## src/rtl/riscv_enc_pkg.sv

```systemverilog
// Shared types and immediate range limits for the RV32I instruction encoder.
// Imported by the packer and the loader FSM.
package riscv_enc_pkg;

  typedef enum logic [2:0] {
    FMT_R = 3'd0,
    FMT_I = 3'd1,
    FMT_S = 3'd2,
    FMT_B = 3'd3,
    FMT_U = 3'd4,
    FMT_J = 3'd5
  } fmt_e;

  typedef enum logic [1:0] {
    ST_IDLE  = 2'd0,
    ST_CARGA = 2'd1,
    ST_DRENA = 2'd2,
    ST_FIN   = 2'd3
  } state_e;

  localparam logic signed [31:0] IMM_IS_MIN = -32'sd2048;
  localparam logic signed [31:0] IMM_IS_MAX = 32'sd2047;
  localparam logic signed [31:0] IMM_B_MIN  = -32'sd4096;
  localparam logic signed [31:0] IMM_B_MAX  = 32'sd4094;
  localparam logic signed [31:0] IMM_U_MIN  = -32'sd524288;
  localparam logic signed [31:0] IMM_U_MAX  = 32'sd524287;
  localparam logic signed [31:0] IMM_J_MIN  = -32'sd1048576;
  localparam logic signed [31:0] IMM_J_MAX  = 32'sd1048574;

  function automatic logic in_range(
    input logic        [31:0] v,
    input logic signed [31:0] lo,
    input logic signed [31:0] hi
  );
    return ($signed(v) >= lo) && ($signed(v) <= hi);
  endfunction

endpackage

```

## src/rtl/inst_pack.sv

```systemverilog
// Combinational RV32I word packer with immediate range check.
// Illegal formats and out-of-range immediates raise o_reject.
module inst_pack
  import riscv_enc_pkg::*;
(
  input  logic [2:0]  i_fmt,
  input  logic [6:0]  i_opcode,
  input  logic [2:0]  i_funct3,
  input  logic [6:0]  i_funct7,
  input  logic [4:0]  i_rd,
  input  logic [4:0]  i_rs1,
  input  logic [4:0]  i_rs2,
  input  logic [31:0] i_imm,
  output logic [31:0] o_word,
  output logic        o_reject
);

  always_comb begin
    o_word   = '0;
    o_reject = 1'b1;
    unique case (1'b1)
      (i_fmt == FMT_R): begin
        o_word   = {i_funct7, i_rs2, i_rs1,
                    i_funct3, i_rd, i_opcode};
        o_reject = 1'b0;
      end
      (i_fmt == FMT_I): begin
        o_word   = {i_imm[11:0], i_rs1,
                    i_funct3, i_rd, i_opcode};
        o_reject = !in_range(i_imm, IMM_IS_MIN,
                             IMM_IS_MAX);
      end
      (i_fmt == FMT_S): begin
        o_word   = {i_imm[11:5], i_rs2, i_rs1,
                    i_funct3, i_imm[4:0], i_opcode};
        o_reject = !in_range(i_imm, IMM_IS_MIN,
                             IMM_IS_MAX);
      end
      (i_fmt == FMT_B): begin
        o_word   = {i_imm[12], i_imm[10:5], i_rs2,
                    i_rs1, i_funct3, i_imm[4:1],
                    i_imm[11], i_opcode};
        o_reject = !in_range(i_imm, IMM_B_MIN,
                             IMM_B_MAX) || i_imm[0];
      end
      (i_fmt == FMT_U): begin
        o_word   = {i_imm[19:0], i_rd, i_opcode};
        o_reject = !in_range(i_imm, IMM_U_MIN,
                             IMM_U_MAX);
      end
      (i_fmt == FMT_J): begin
        o_word   = {i_imm[20], i_imm[10:1], i_imm[11],
                    i_imm[19:12], i_rd, i_opcode};
        o_reject = !in_range(i_imm, IMM_J_MIN,
                             IMM_J_MAX) || i_imm[0];
      end
      default: ;
    endcase
  end

endmodule

```

## src/rtl/inst_encoder.sv

```systemverilog
// Program loader: accepts decoded fields, packs them and writes
// consecutive instruction-memory words starting at BASE.
module inst_encoder
  import riscv_enc_pkg::*;
#(
  parameter int                ADDR_W = 10,
  parameter logic [ADDR_W-1:0] BASE   = '0
) (
  input  logic              i_clk,
  input  logic              i_rst,
  input  logic              i_start,
  input  logic [ADDR_W:0]   i_num_words,
  input  logic              i_valid,
  output logic              o_ready,
  input  logic [2:0]        i_formato,
  input  logic [6:0]        i_opcode,
  input  logic [2:0]        i_funct3,
  input  logic [6:0]        i_funct7,
  input  logic [4:0]        i_rd,
  input  logic [4:0]        i_rs1,
  input  logic [4:0]        i_rs2,
  input  logic [31:0]       i_inmediato,
  output logic              o_mem_we,
  output logic [ADDR_W-1:0] o_mem_addr,
  output logic [31:0]       o_mem_wdata,
  output logic              o_busy,
  output logic              o_done,
  output logic              o_error,
  output logic [ADDR_W-1:0] o_err_idx
);

  state_e              r_state;
  logic [ADDR_W:0]     r_left;
  logic [ADDR_W-1:0]   r_idx;
  logic                r_we;
  logic [ADDR_W-1:0]   r_addr;
  logic [31:0]         r_wdata;
  logic                r_done;
  logic                r_error;
  logic [ADDR_W-1:0]   r_err_idx;

  logic [31:0]         w_word;
  logic                w_reject;
  logic                w_accept;

  inst_pack u_pack (
    .i_fmt    (i_formato),
    .i_opcode (i_opcode),
    .i_funct3 (i_funct3),
    .i_funct7 (i_funct7),
    .i_rd     (i_rd),
    .i_rs1    (i_rs1),
    .i_rs2    (i_rs2),
    .i_imm    (i_inmediato),
    .o_word   (w_word),
    .o_reject (w_reject)
  );

  assign w_accept = i_valid && (r_state == ST_CARGA);

  always_ff @(posedge i_clk or posedge i_rst) begin
    if (i_rst) begin
      r_state   <= ST_IDLE;
      r_left    <= '0;
      r_idx     <= '0;
      r_we      <= 1'b0;
      r_addr    <= '0;
      r_wdata   <= '0;
      r_done    <= 1'b0;
      r_error   <= 1'b0;
      r_err_idx <= '0;
    end else begin
      r_we   <= 1'b0;
      r_done <= 1'b0;
      unique case (r_state)
        ST_IDLE: begin
          if (i_start) begin
            r_error <= 1'b0;
            r_idx   <= '0;
            r_left  <= i_num_words;
            if (i_num_words == '0) begin
              r_done  <= 1'b1;
              r_state <= ST_FIN;
            end else begin
              r_state <= ST_CARGA;
            end
          end
        end
        ST_CARGA: begin
          if (w_accept) begin
            // rejected words still consume their address slot
            r_we    <= !w_reject;
            r_addr  <= BASE + r_idx;
            r_wdata <= w_word;
            r_idx   <= r_idx + ADDR_W'(1);
            r_left  <= r_left - (ADDR_W+1)'(1);
            if (w_reject && !r_error) begin
              r_error   <= 1'b1;
              r_err_idx <= r_idx;
            end
            if (r_left == (ADDR_W+1)'(1))
              r_state <= ST_DRENA;
          end
        end
        ST_DRENA: begin
          r_done  <= 1'b1;
          r_state <= ST_FIN;
        end
        ST_FIN: r_state <= ST_IDLE;
        default: r_state <= ST_IDLE;
      endcase
    end
  end

  assign o_ready     = (r_state == ST_CARGA);
  assign o_busy      = (r_state != ST_IDLE);
  assign o_mem_we    = r_we;
  assign o_mem_addr  = r_addr;
  assign o_mem_wdata = r_wdata;
  assign o_done      = r_done;
  assign o_error     = r_error;
  assign o_err_idx   = r_err_idx;

endmodule

```

## config.mk

```make
export PLATFORM = sky130hd
export DESIGN_NAME = inst_encoder
export DESIGN_NICKNAME = d
export VERILOG_FILES = /design/src/rtl/riscv_enc_pkg.sv /design/src/rtl/inst_pack.sv /design/src/rtl/inst_encoder.sv
export SDC_FILE = /design/constraint.sdc
export NUM_CORES = 1
export LEC_CHECK = 0
export CORE_ASPECT_RATIO = 0.5
export CORE_MARGIN = 2
export CORE_UTILIZATION = 46
export DETAILED_ROUTE_END_ITERATION = 10
export HOLD_SLACK_MARGIN = 0.05
export PLACE_DENSITY = 0.79
export SLEW_MARGIN = 5
export SYNTH_ARGS = -nofsm -noshare
export SYNTH_HDL_FRONTEND = slang
export SYNTH_SLANG_ARGS = --single-unit
```

## constraint.sdc

```tcl
create_clock -name i_clk -period 2.9 [get_ports i_clk]
set_clock_uncertainty 0.05 [all_clocks]
set_input_delay 0.725 -clock i_clk [delete_from_list [all_inputs] [get_ports i_clk]]
set_output_delay 0.725 -clock i_clk [all_outputs]
set_load 0.1 [all_outputs]
```

==> results of run 1 <==
[worst paths after layout]
kind                                                  start                           to  cells past startpoint
min in group asynchronous                             i_rst  o_mem_wdata[23]$_DFFE_PP0P_                      2
max in group asynchronous                             i_rst         r_idx[3]$_DFFE_PP0P_                      3
worst min-delay path            o_mem_wdata[12]$_DFFE_PP0P_  o_mem_wdata[12]$_DFFE_PP0P_                      2
worst min register to register  o_mem_wdata[12]$_DFFE_PP0P_  o_mem_wdata[12]$_DFFE_PP0P_                      2
worst max-delay path                        i_inmediato[20]     o_err_idx[8]$_DFFE_PP0P_                      8
worst max register to register       r_state[1]$_DFFE_PP0P_         r_idx[5]$_DFFE_PP0P_                      8
[Yosys cell counts (10+ instances only)]
master,number,area (µm²)
dfrtp_1,78,1950
nand2_1,42,158
a21oi_1,29,145
nor2_1,25,93.8
o21ai_1,19,95.1
mux2_2,18,203
o21ai_0,18,90.1
a22oi_1,16,120
nor2b_1,16,100
nand3_1,14,70.1
clkbuf_1,13,48.8
nand4_1,12,75.1
mux2i_1,11,110
a22o_1,10,87.6
inv_1,10,37.5
[where the power goes]
part	total [µW]	switching (µW)	leakage (µW)	internal, µW
combinational	3730	2790	0.00154	932
sequential	1710	254	0.00101	1450
clock	1240	475	0.000157	764
[worst max-delay path: stages]
cell	delay [ns]
clkdlybuf4s50_1	0.45
nor4_1	0.28
and3_1	0.25
nand3_1	0.11
o31ai_1	0.38
a31oi_2	0.20
buf_12	0.19
mux2_1	0.30
[stage by stage]
stage | hold slack, ns | setup WS (ns)
3_5_place_dp | 0.427 | -0.114
5_1_grt | 0.470 | 0.0762
4_1_cts | 0.439 | 0.232
6_report | 0.434 | 0.172
2_1_floorplan | 0.470 | 0.0682
3_3_place_gp | 0.416 | -0.0723
[metal layers]
metal / vias to the layer above / track usage, % / part of all wire (%)
met5: - / 0 / 0
li1: 1855 / - / -
met4: 0 / 6.85 / 1.6
met2: 118 / 39.4 / 48
met3: 16 / 6.15 / 5.8
met1: 1830 / 30.5 / 45
[cell type report]
| cell class | instances | area (µm²) | area share (%) |
|---|---|---|---|
| multi-input cells | 313 | 2080 | 34.6 |
| clock inverters | 7 | 103 | 1.71 |
| clock buffers | 9 | 225 | 3.75 |
| flip-flops and latches | 78 | 1950 | 32.5 |
| repair buffers | 163 | 1460 | 24.4 |
| inverters | 10 | 38.8 | 0.646 |
| well taps | 117 | 146 | 2.44 |
[flip-flops by register name, summed over array words and instances (netlist names)]
register	flops
o_mem_wdata	32
r_left	11
o_err_idx	10
o_mem_addr	10
r_idx	10
r_state	2
o_done	1
o_error	1
o_mem_we	1
[kinds of logic (layout without fill, tap and decap cells)]
logic type | after synthesis | in the layout | synth area share [%]
simple gates | 138 | 138 | 16.4
compound gates | 121 | 121 | 18.4
flops | 78 | 78 | 46.8
mux | 39 | 39 | 11.0
buf+inv | 34 | 189 | 3.63
xor+xnor | 9 | 9 | 1.89
fa+ha+maj | 6 | 6 | 1.80
==> impl_metrics.yaml, run 1 <==
timing:
  max_freq_ghz: 0.367
  fin_tns_setup_ns: 0
  grt_setup_unrepaired: "no"
  setup_viol: 0
  fin_crit_sh_pct: 94.1
  drv_slew: 0
  worstMarginPinSlew_ns: 0.674
  period_minus_slack_ns: 2.73
  relSlewSlack_pct: 55.0
  hold_viol_final: 0
yosys:
  yosysWarningCount: 0
  async_flop_share_pct: 100
  synth_cell_types: 51
  yosysSeqAreaShare_pct: 46.8
  ys_ff_latch: 78
  syn_area_um2: 4170
  syn_avg_cell_area_um2: 9.82
  synthCells: 425
  synth_fp_nets: 513
  synthFlopType: "dfrtp_1"
  synth_edf_count: 0
global_route:
  first_global_vias: 3683
  overflow: 0
  grt_pass1_wl_um: 18400
  grt.total_usage_pct: 23.4
  grt_antenna_before_repair: 0
  grt_max_degree: 45
final_layout:
  stdcell_area_um2: 6010
  stdcell_count: 697
  antenna_cells: 0
  syn_to_final_growth_pct: 44.0
  final_cell_mix: "81 x clkdlybuf4s50_1, 79 x buf_4, 78 x dfrtp_1, 41 x nand2_1, 29 x a21oi_1"
  fin_nets: 663
  post-route-util_pct: 68.5
  final_common_cell: "clkdlybuf4s50_1"
  drive_gt1_share_pct: 23.1
  fill_cells: 722
drt:
  viasPerCell: 5.48
  wire_per_inst_um: 16.4
  ant_nets: 0
  drtPass1Iterations: 4
  route.detailed.drc: 0
  drt_iter0_markers: 284
  routed_wl_um: 11400
  vias: 3819
critical_path:
  rrSetupSlack_ns: 0.81
  worstPathArrival_ns: 2.89
  criticalPathCategory: "primary input to flip-flop"
  path_max_fanout: 11
  worst_ep_required_time_ns: 3.07
  cp-end-kind: "flip-flop"
  critPathLaunchType: "primary input"
clock_network:
  cts_buffers: 9
  cts_tree: "built"
  clock-sinks: 78
  clockRootBuffer: "clkbuf_16"
  cts_hold_repair.buffers: 0
  htreeDepth: 3
  cts_buffer_depth: 2
  cts-resized-gates: 0
  clkTransAtPathRegs_ns: 0.06
  post-cts-setup-buffers: 0
  clock_latency_ns: 0.34
floorplan:
  die_x_um: 139
  die_y_um: 71.3
  placeableCoreArea_um2: 8770
  row_count: 24
  start_util_pct: 47.6
  dieArea_um2: 9890
  io_pins: 139
job:
  drv_cap: 0
outcome:
  status: "completed"
placed_design:
  finalWeightedCongestion: 0.845
  postPlaceCellArea_um2: 5680
  port_buffers: 138
  dp.cells: 681
  hpwl_um: 8260
power:
  power.leakage_uw: 0.00271
  power_uw: 6670
  peakVddDrop_mv: 0.640
  power_density_nw_per_um2: 1110
worst_hold_path:
  min_path_type: "flip-flop to flip-flop"
(Power assumes the default switching activity.)
==> run 2: changes to the inputs <==
--- a/config.mk
+++ b/config.mk
@@ -9,7 +9,7 @@
 export CORE_MARGIN = 2
 export CORE_UTILIZATION = 46
 export DETAILED_ROUTE_END_ITERATION = 10
-export HOLD_SLACK_MARGIN = 0.05
+export HOLD_SLACK_MARGIN = 0.1
 export PLACE_DENSITY = 0.79
 export SLEW_MARGIN = 5
 export SYNTH_ARGS = -nofsm -noshare
==> results of run 2 <==
No change in the layout: final DEF, timing and power equal those of run 1.
